**src/rtl/param_datapath.sv**
```systemverilog
// param_datapath: N-register, WIDTH-bit datapath with a fetch/decode/execute FSM driving a mux bus.
// Optional macro DATAPATH_CARRY_EN adds carry_flag and turns opcode 111 into adc.
module param_datapath #(
  parameter int WIDTH    = 16,
  parameter int NUM_REGS = 8,
  parameter int ADDR_W   = 16,
  localparam int REG_SEL_W = $clog2(NUM_REGS)
) (
  input  logic                 clk,
  input  logic                 reset,
  input  logic                 run,
  input  logic [WIDTH-1:0]     data,
  output logic [ADDR_W-1:0]    addr,
  output logic                 busy,
  output logic                 done,
  output logic                 illegal,
  output logic                 zero_flag,
  output logic [WIDTH-1:0]     bus_output,
  input  logic [REG_SEL_W-1:0] dbg_sel,
`ifdef DATAPATH_CARRY_EN
  output logic                 carry_flag,
`endif
  output logic [WIDTH-1:0]     dbg_val
);

  localparam int IR_W = 3 + 2 * REG_SEL_W;

  localparam logic [2:0] S_IDLE    = 3'd0;
  localparam logic [2:0] S_FETCH   = 3'd1;
  localparam logic [2:0] S_LOAD_IR = 3'd2;
  localparam logic [2:0] S_T1      = 3'd3;
  localparam logic [2:0] S_T2      = 3'd4;
  localparam logic [2:0] S_T3      = 3'd5;

  localparam logic [2:0] OP_MV   = 3'b000;
  localparam logic [2:0] OP_MVI  = 3'b001;
  localparam logic [2:0] OP_ADD  = 3'b010;
  localparam logic [2:0] OP_SUB  = 3'b011;
  localparam logic [2:0] OP_AND  = 3'b100;
  localparam logic [2:0] OP_XOR  = 3'b101;
  localparam logic [2:0] OP_MVNZ = 3'b110;

`ifdef DATAPATH_CARRY_EN
  localparam logic [2:0] OP_ADC = 3'b111;
  localparam int ALU_W = WIDTH + 1;
`else
  localparam int ALU_W = WIDTH;
`endif

  logic [2:0]           state_q, state_d;
  logic [ADDR_W-1:0]    pc_q, pc_d;
  logic [IR_W-1:0]      ir_q, ir_d;
  logic [WIDTH-1:0]     a_q, a_d;
  logic [WIDTH-1:0]     g_q, g_d;
  logic                 zf_q, zf_d;
  logic [WIDTH-1:0]     dbg_q, dbg_d;
  logic [WIDTH-1:0]     regs_q [NUM_REGS];
  logic [WIDTH-1:0]     regs_d [NUM_REGS];

  logic [2:0]           op;
  logic [REG_SEL_W-1:0] rx, ry;
  logic [WIDTH-1:0]     rx_val, ry_val, bus;
  logic [ALU_W-1:0]     alu_res;
  logic                 is_alu, wr_en, last, bad_op, alu_cin;

`ifdef DATAPATH_CARRY_EN
  logic gc_q, gc_d;
  logic cf_q, cf_d;
  assign alu_cin = cf_q;
  assign is_alu  = (op == OP_ADD) || (op == OP_SUB) || (op == OP_AND) ||
                   (op == OP_XOR) || (op == OP_ADC);
`else
  assign alu_cin = 1'b0;
  assign is_alu  = (op == OP_ADD) || (op == OP_SUB) || (op == OP_AND) || (op == OP_XOR);
`endif

  // Top bit of the result is carry-out (add/adc) or borrow (sub) when carry support is built in.
  function automatic logic [ALU_W-1:0] alu_op(input logic [2:0] sel, input logic [WIDTH-1:0] x,
                                              input logic [WIDTH-1:0] y, input logic cin);
    logic [WIDTH:0] r;
    case (sel)
      OP_ADD:  r = {1'b0, x} + {1'b0, y};
      OP_SUB:  r = {1'b0, x} - {1'b0, y};
      OP_AND:  r = {1'b0, x & y};
      OP_XOR:  r = {1'b0, x ^ y};
      default: r = {1'b0, x} + {1'b0, y} + {{WIDTH{1'b0}}, cin};
    endcase
    return ALU_W'(r);
  endfunction

  assign op = ir_q[IR_W-1 -: 3];
  assign rx = ir_q[IR_W-4 -: REG_SEL_W];
  assign ry = ir_q[REG_SEL_W-1:0];

  always_comb begin
    rx_val = '0;
    ry_val = '0;
    dbg_d  = '0;
    for (int i = 0; i < NUM_REGS; i++) begin
      if (rx == REG_SEL_W'(i)) rx_val = regs_q[i];
      if (ry == REG_SEL_W'(i)) ry_val = regs_q[i];
      if (dbg_sel == REG_SEL_W'(i)) dbg_d = regs_q[i];
    end
  end

  always_comb begin
    state_d = state_q;
    pc_d    = pc_q;
    ir_d    = ir_q;
    a_d     = a_q;
    g_d     = g_q;
    zf_d    = zf_q;
    regs_d  = regs_q;
    bus     = '0;
    alu_res = '0;
    wr_en   = 1'b0;
    last    = 1'b0;
    bad_op  = 1'b0;
`ifdef DATAPATH_CARRY_EN
    gc_d = gc_q;
    cf_d = cf_q;
`endif
    case (state_q)
      S_IDLE: if (run) state_d = S_FETCH;
      S_FETCH: begin
        pc_d    = pc_q + ADDR_W'(1);
        state_d = S_LOAD_IR;
      end
      S_LOAD_IR: begin
        ir_d    = data[WIDTH-1 -: IR_W];
        state_d = S_T1;
      end
      S_T1: begin
        if (op == OP_MV || op == OP_MVNZ) begin
          bus   = ry_val;
          wr_en = (op == OP_MV) || !zf_q;
          last  = 1'b1;
        end else if (op == OP_MVI) begin
          pc_d    = pc_q + ADDR_W'(1);
          state_d = S_T2;
        end else if (is_alu) begin
          bus     = rx_val;
          a_d     = bus;
          state_d = S_T2;
        end else begin
          bad_op = 1'b1;
          last   = 1'b1;
        end
      end
      S_T2: begin
        if (op == OP_MVI) begin
          bus   = data;
          wr_en = 1'b1;
          last  = 1'b1;
        end else begin
          bus     = ry_val;
          alu_res = alu_op(op, a_q, bus, alu_cin);
          g_d     = alu_res[WIDTH-1:0];
`ifdef DATAPATH_CARRY_EN
          gc_d = alu_res[WIDTH];
`endif
          state_d = S_T3;
        end
      end
      S_T3: begin
        bus   = g_q;
        wr_en = 1'b1;
        zf_d  = (g_q == '0);
`ifdef DATAPATH_CARRY_EN
        if (op == OP_ADD || op == OP_SUB || op == OP_ADC) cf_d = gc_q;
`endif
        last  = 1'b1;
      end
      default: state_d = S_IDLE;
    endcase

    if (last) state_d = run ? S_FETCH : S_IDLE;

    for (int i = 0; i < NUM_REGS; i++) begin
      if (wr_en && rx == REG_SEL_W'(i)) regs_d[i] = bus;
    end
  end

  always_ff @(posedge clk or posedge reset) begin
    if (reset) begin
      state_q <= S_IDLE;
      pc_q    <= '0;
      ir_q    <= '0;
      a_q     <= '0;
      g_q     <= '0;
      zf_q    <= 1'b0;
      dbg_q   <= '0;
      for (int i = 0; i < NUM_REGS; i++) regs_q[i] <= '0;
    end else begin
      state_q <= state_d;
      pc_q    <= pc_d;
      ir_q    <= ir_d;
      a_q     <= a_d;
      g_q     <= g_d;
      zf_q    <= zf_d;
      dbg_q   <= dbg_d;
      regs_q  <= regs_d;
    end
  end

`ifdef DATAPATH_CARRY_EN
  always_ff @(posedge clk or posedge reset) begin
    if (reset) begin
      gc_q <= 1'b0;
      cf_q <= 1'b0;
    end else begin
      gc_q <= gc_d;
      cf_q <= cf_d;
    end
  end

  assign carry_flag = cf_q;
`endif

  assign addr       = pc_q;
  assign busy       = (state_q != S_IDLE);
  assign done       = last;
  assign illegal    = bad_op;
  assign zero_flag  = zf_q;
  assign bus_output = bus;
  assign dbg_val    = dbg_q;

endmodule

```
**config.mk**
```make
export PLATFORM = sky130hd
export DESIGN_NAME = param_datapath
export DESIGN_NICKNAME = d
export VERILOG_FILES = /design/src/rtl/param_datapath.sv
export SDC_FILE = /design/constraint.sdc
export NUM_CORES = 1
export LEC_CHECK = 0
export CORE_MARGIN = 1
export CORE_UTILIZATION = 50
export DETAILED_ROUTE_END_ITERATION = 7
export GPL_TIMING_DRIVEN = 0
export HOLD_SLACK_MARGIN = 0.06
export PLACE_DENSITY = 0.69
export SLEW_MARGIN = 20
export SYNTH_ARGS = -nofsm -noshare
export SYNTH_HDL_FRONTEND = slang
export SYNTH_SLANG_ARGS = --single-unit
export TNS_END_PERCENT = 20
```
**constraint.sdc**
```tcl
create_clock -name clk -period 7.2 [get_ports clk]
set_input_delay 1.08 -clock clk [delete_from_list [all_inputs] [get_ports clk]]
set_output_delay 1.08 -clock clk [all_outputs]
set_load 0.1 [all_outputs]
```
==> summary.md, run 1 <==
| Metric | Value |
|---|---|
| Run status | finished clean |
| Yosys cell types | 76 |
| First-pass GRT wire length | roughly 68000 microns |
| Post-detailed-route wirelength per cell | 25.5 microns |
| Die Y | 161 microns |
| Clock tree from TritonCTS | done |
| Hold WC Path Type | reg -> reg |
| Setup repair after global routing missed its margin | false |
| Headroom to the max-slew limit | 0.249 |
| Number of buffers created by CTS | 24 |
| I/O pins | 74 |
| Clock Sinks | about 200 |
| Maximum fanout along the worst path | 10 |
| Number of maximum-capacitance constraint violations | 0 |
| Routed via count | ~12000 |
| Most frequently used flop master after synthesis | sky130_fd_sc_hd__dfrtp_1 |
| Post-synthesis instance area | 12700 sq um |
| Max frequency | about 170 MHz |
| First-pass detailed-route iteration total | 6 |
| Worst Max-Slew Pin Slew | approximately 1.1 ns |
| Cell types with the highest counts after synthesis | 205 x sky130_fd_sc_hd__dfrtp_1, 205 x sky130_fd_sc_hd__nor2_1, 181 x sky130_fd_sc_hd__a21oi_1 |
| Worst setup SP type | flip-flop |
| Count of synthesis-stage warnings from yosys | 0 |
| Half-perimeter wire length after detailed placement | between 30000 and 40000 microns |
| Largest delay contributor family on the critical path | buffers and inverters |
| Critical path, cell by cell | buf_2 -> buf_1 -> clkbuf_1 -> o21ai_0 -> a22o_1 -> a21oi_1 -> inv_1 -> clkdlybuf4s50_1 |
| Number of global-route vias before repair | about 11000 |
| Period Utilization, post-route | 0.831 |
| Share of the core filled with cells in the final layout | 0.601 |
| Area delta synth->final | 16.5% |
| Global-route congestion overflow total | 0 |
| Fill cell total of the finished layout | approximately 2100 |
| Fraction of layout instances using a drive strength above 1 | 0.115 |
| Clk_lat worst skew | 0.55 ns |
| Post_cts resized | 0 |
| Synthesized flop and latch total | between 200 and 250 |
| Diode count | 0 |
| Routability congestion estimate | around 1 |
| Endpoint kind of the worst setup timing path | primary output |
| Arrival time of data at the critical path endpoint | between 4 and 5 ns |
| Final number of max-transition violations | 0 |
| Synth Area per Inst | ~9.4 sq um |
| Delay contributed by the slowest stage of the critical path | 1.00 ns |
| Number of antenna violations at the first check in global routing | 0 |
| Placeable Area | 24600 sq um |
| DR vias/cell | between 6 and 7 |
| Largest area contributor in the netlist | sky130_fd_sc_hd__dfrtp_1 |
| Clock skew after layout | 0.0291 ns |
| Highest-delay cell along the critical path | sky130_fd_sc_hd__clkdlybuf4s50_1 |
| Total number of placement rows | 57 |
| EDFF count, synth | 0 |
| Number of setup buffers added after CTS | 0 |
| Nets | 1503 |
| Hold Fails Final Rpt | 0 |
| Post-route DRC | 0 |
| Routed wire length | 45700 microns |
| Setup violations, final | 0 |
| GRT Resource Usage Total | 0.354 |
| Most area-consuming cells after synthesis | sky130_fd_sc_hd__dfrtp_1 40%, sky130_fd_sc_hd__a21oi_1 7.1%, sky130_fd_sc_hd__mux4_2 6.7% |
| Async set-reset flop share out of synthesis | 1.00 |
| Detail Route Antenna Nets | 0 |
| Top cell type's share of synthesized area | 0.404 |
| Die X | approximately 160 microns |
| CTS clock-pin slew for the worst setup and hold paths | 0.06 ns |
| # port buffers | 72 |
| Register area share after synthesis | 0.404 |
| CP Class | reg -> out |
| Iteration-0 DRC count of the detailed router | between 1500 and 2000 |
| Clock Tree Buf Depth | 3 |
| Synthesized netlist net count | 1403 |
| CP Data Required Time | just over 6 ns |
| Area of the die | 26000 sq um |
| Buffer cell driving the clock tree root | sky130_fd_sc_hd__clkbuf_16 |
| Final critical-path required period | 5.98 ns |
| Gate Count Post-Synth | 1347 |
| Combined buffer and inverter count along the critical path | 5 |
| Number of buffers inserted for hold repair after clock tree synthesis | 0 |
| Initial core utilization | 0.516 |
| H-tree lvl count | 1 |
| Largest net degree at the start of global routing | 95 |
-- cell families (layout without fill, tap and decap cells) --
kind of cell / after synthesis / after routing / share of synthesized area
AO/OA/AOI/OAI: 398 / 398 / 0.198
XOR/XNOR: 43 / 43 / 0.0297
adder cells (fa/ha/maj): 34 / 34 / 0.0341
buffers and inverters: 139 / 257 / 0.0470
flip-flops: 205 / 205 / 0.404
multiplexers: 132 / 132 / 0.150
AND/OR/NAND/NOR: 396 / 396 / 0.137
-- routing by layer --
metal / up-vias / GRT usage / share of wire
met2: 740 / 0.528 / 0.43
met1: 5600 / 0.479 / 0.39
li1: 5038 / - / -
met3: 181 / 0.0924 / 0.12
met5: - / 0 / 0
met4: 0 / 0.174 / 0.058
-- worst reg2reg max path: cells and delay by family, from the launching register on --
kind / cells / cell delay, ns
AO/OA/AOI/OAI: 9 / 2.06
XOR/XNOR: 1 / 0.11
adder cells (fa/ha/maj): 2 / 0.63
buffers and inverters: 2 / 0.65
flip-flops: 1 / 0.51
multiplexers: 1 / 0.14
AND/OR/NAND/NOR: 3 / 0.55
-- layout by cell type (no fill, tap or decap), types with 7 or more instances in the layout --
cell type                           n
sky130_fd_sc_hd__xor2_1            14
sky130_fd_sc_hd__buf_1              9
sky130_fd_sc_hd__o221ai_1          11
sky130_fd_sc_hd__a22oi_1           20
sky130_fd_sc_hd__mux2i_1           58
sky130_fd_sc_hd__clkbuf_16         24
sky130_fd_sc_hd__or3_1              7
sky130_fd_sc_hd__dfrtp_1          205
sky130_fd_sc_hd__nor2b_1           22
sky130_fd_sc_hd__nand3_1           15
sky130_fd_sc_hd__nand2b_1          12
sky130_fd_sc_hd__xnor2_1           29
sky130_fd_sc_hd__nor2_1           205
sky130_fd_sc_hd__buf_2             15
sky130_fd_sc_hd__a21oi_1          181
sky130_fd_sc_hd__ha_1              33
sky130_fd_sc_hd__a21o_1            15
sky130_fd_sc_hd__clkbuf_1          60
sky130_fd_sc_hd__inv_1             40
sky130_fd_sc_hd__mux4_2            38
sky130_fd_sc_hd__o21ai_0           72
sky130_fd_sc_hd__nand4_1            7
sky130_fd_sc_hd__nand2_1           95
sky130_fd_sc_hd__clkdlybuf4s50_1   72
sky130_fd_sc_hd__a22o_1            30
sky130_fd_sc_hd__mux2_2            30
-- layout make-up --
class,count,area (sq um),share of cell area
plain buffers,94,429,0.0290
clock buffers,28,646,0.0437
clock inverters,16,254,0.0172
inverters,45,176,0.0119
multi-input cells,1003,6970,0.471
flip-flops and latches,205,5130,0.347
well taps,324,405,0.0274
repair buffers,74,776,0.0525
-- path summary, 6_finish.rpt --
check / cells after the start / to / slack, ns / from
max: 8 / bus_output[4] / 1.22 / ir_q[3]
min: 1 / addr[15] / 0.47 / addr[15]
max reg2reg: 18 / g_q[15] / 2.43 / ir_q[2]
min reg2reg: 1 / addr[15] / 0.47 / addr[15]
max in group asynchronous: 3 / a_q[4] / 5.41 / reset
min in group asynchronous: 2 / regs_q[60] / 0.95 / reset
-- flip-flops by register name (all words and copies together) (netlist names) --
signal     cells
state_q        3
zero_flag      1
a_q           16
regs_q       128
addr          16
ir_q           9
dbg_val       16
g_q           16
-- per-stage QoR --
stage	area [sq um]	TNS [ns]	hold slack, ns	setup slack, ns	std cells
2_1_floorplan	12700	0	0.463	0.524	1347
3_3_place_gp	13800	-441.47	0.462	-2.17	1743
3_5_place_dp	13900	0	0.464	1.97	1745
4_1_cts	14800	0	0.475	1.41	1789
5_1_grt	14800	0	0.513	1.21	1789
6_report	14800	0	0.471	1.22	1789
Power of run 1 is not shown: default switching activity piles up to over one toggle a cycle in this logic, so the estimate is an artifact.
==> run 2: changes to the inputs <==
==> constraint.sdc (replaced) <==
create_clock -name clk -period 5.75 [get_ports clk]
set_input_delay 0.8625 -clock clk [delete_from_list [all_inputs] [get_ports clk]]
set_output_delay 0.8625 -clock clk [all_outputs]
set_load 0.1 [all_outputs]
==> run 2 against run 1 <==
Compared with the run above:
- wire length increased by 0.18%
- worst hold slack improved by 0.020 ns
- via count decreased by 0.18%
- critical path depth increased by 1
- global-route usage increased by 0.32 points
- first-iteration DRC count decreased by 9.8%
- worst setup slack got worse by 1.2 ns
- die area unchanged
- utilization decreased by 0.10 points
- critical endpoint is now bus_output[5]
- highest routed layer is now met5
==> summary.md, run 2 (synthesized netlist as in run 1, its figures left out) <==
| Metric | Value |
|---|---|
| Iteration-0 DRC count of the detailed router | 1460 (-9.8%) |
| Number of global-route vias before repair | 11200 (+0.17%) |
| Met2 wire length | 20100 microns (+1.5%) |
| Worst hold slack | 0.491 ns (+0.0200 ns) |
| Headroom to the max-slew limit | 0.224 (-0.0251) |
| Detail Route Antenna Nets | 0 (unchanged) |
| H-tree lvl count | 1 (unchanged) |
| CP Data Required Time | 4.89 ns (-1.23 ns) |
| Hold WC Path Type | reg -> reg |
| Routed metal-1 wirelength | 18300 microns (+2.4%) |
| I/O pins | 74 (unchanged) |
| Largest register by flop count | regs_q |
| CTS clock-pin slew for the worst setup and hold paths | 0.06 ns (about the same) |
| Clock Sinks | 205 (unchanged) |
| Most frequent cells in the layout | 205 x sky130_fd_sc_hd__dfrtp_1, 204 x sky130_fd_sc_hd__nor2_1, 180 x sky130_fd_sc_hd__a21oi_1, 95 x sky130_fd_sc_hd__nand2_1 |
| Number of buffers created by CTS | 24 (unchanged) |
| Half-perimeter wire length after detailed placement | 32700 microns (+1.6%) |
| CP Class | reg -> out |
| Arrival time of data at the critical path endpoint | 4.85 ns (-0.05 ns) |
| Clock skew after layout | 0.0515 ns (+0.0224 ns) |
| Number of antenna violations at the first check in global routing | 1 (+1) |
| Area of the die | 26000 sq um (unchanged) |
| Placeable Area | 24600 sq um (unchanged) |
| Clock Tree Buf Depth | 3 (unchanged) |
| Fraction of layout instances using a drive strength above 1 | 0.116 (+0.00137) |
| # port buffers | 72 (unchanged) |
| Number of buffers inserted for hold repair after clock tree synthesis | 0 (unchanged) |
| Die X | 161 microns (unchanged) |
| Maximum fanout along the worst path | 10 (unchanged) |
| Largest register FFs | 128 (unchanged) |
| Setup repair after global routing missed its margin | false |
| Commonest non-fill, non-tap cell in the layout | sky130_fd_sc_hd__dfrtp_1 |
| Hold Fails Final Rpt | 0 (unchanged) |
| Setup violations, final | 0 (unchanged) |
| Worst setup SP type | flip-flop |
| Final critical-path required period | between 5 and 6 ns |
| Routability congestion estimate | 1.02 (+0.47%) |
| Routed via count | 11500 (-0.18%) |
| Fin Setup TNS | 0 ns (unchanged) |
| DR vias/cell | 6.45 (-0.18%) |
| Die Y | 161 microns (unchanged) |
| Total number of placement rows | 57 (unchanged) |
| Highest Signal Layer | met5 |
| Worst Max-Slew Pin Slew | 1.16 ns (+0.0376 ns) |
| DP Cell Count | 1749 (+0.23%) |
| Diode count | 0 (unchanged) |
| Clk_lat worst skew | 0.56 ns (about the same) |
| Post-route non-filler standard cell count | 1789 (unchanged) |
| First-pass detailed-route iteration total | 5 (-1) |
| First-pass GRT wire length | 69000 microns (+0.84%) |
| Buffer cell driving the clock tree root | sky130_fd_sc_hd__clkbuf_16 |
| Final number of max-transition violations | 0 (unchanged) |
| Period Utilization, post-route | 0.994 |
| Max frequency | roughly 170 MHz |
| Run status | finished clean |
| Initial core utilization | 0.516 (unchanged) |
| Largest net degree at the start of global routing | 34 (-64%) |
| Routed wire length | 45800 microns (+0.18%) |
| Endpoint kind of the worst setup timing path | primary output |
| Total met3 wirelength after detailed routing | 5190 microns (-4.9%) |
| Area delta synth->final | 16.3% |
| Post-route DRC | 0 (unchanged) |
| Number of maximum-capacitance constraint violations | 0 (unchanged) |
| Clock tree from TritonCTS | done |
| Global-route congestion overflow total | 0 (unchanged) |
| Post-detailed-route wirelength per cell | 25.6 microns (+0.18%) |
| Nets | 1507 (+0.27%) |
| GRT Resource Usage Total | 0.357 (+0.00317) |
## run 2: metrics by stage
step / setup WS [ns] / util / area (sq um)
6_report: 0.0333 / 0.600 / 14800
5_1_grt: 0.0550 / 0.600 / 14800
4_1_cts: 0.180 / 0.600 / 14800
3_5_place_dp: 0.743 / 0.567 / 13900
3_3_place_gp: 0.562 / 0.562 / 13800
2_1_floorplan: 1.84 / - / 12700
## run 2: final timing paths
kind	start	end	slack [ns]	depth (start not counted)
max	ir_q[5]	bus_output[5]	0.03	9
min	addr[15]	addr[15]	0.49	1
max reg2reg	ir_q[2]	g_q[15]	1.06	18
min reg2reg	addr[15]	addr[15]	0.49	1
max in group asynchronous	reset	a_q[2]	4.08	4
min in group asynchronous	reset	dbg_val[10]	0.77	2
## run 2: area by class of cell
type / count / area [sq um]
Buffer: 94 / 429
Clock buffer: 29 / 659
Clock inverter: 11 / 148
Fill cell: 2173 / 9850
Inverter: 45 / 173
Multi-Input combinational cell: 1003 / 6970
Sequential cell: 205 / 5130
Tap cell: 324 / 405
Timing Repair Buffer: 78 / 841
## run 2: critical path: stages, from the launching register on
cell and delay [ns]:
sky130_fd_sc_hd__dfrtp_1 0.38, sky130_fd_sc_hd__buf_2 0.32, sky130_fd_sc_hd__buf_1 0.69, sky130_fd_sc_hd__clkbuf_1 0.53
sky130_fd_sc_hd__nor2_1 0.13, sky130_fd_sc_hd__a221oi_1 0.41, sky130_fd_sc_hd__nor2_1 0.12, sky130_fd_sc_hd__a211oi_2 0.66
sky130_fd_sc_hd__inv_1 0.09, sky130_fd_sc_hd__clkdlybuf4s50_1 0.99
## run 2: what timing repair did
item / in CTS / in global routing
buffers inserted: 0 / 0
resized for setup: 0 / 2
setup endpoints to repair: 0 / 2
## run 2: layer usage
metal  global-route usage  vias up
met5                    0        -
met1                0.492     5554
met4                0.160        2
li1                     -     5041
met2                0.536      794
met3               0.0868      147
Power of run 2 is left out for the same reason.
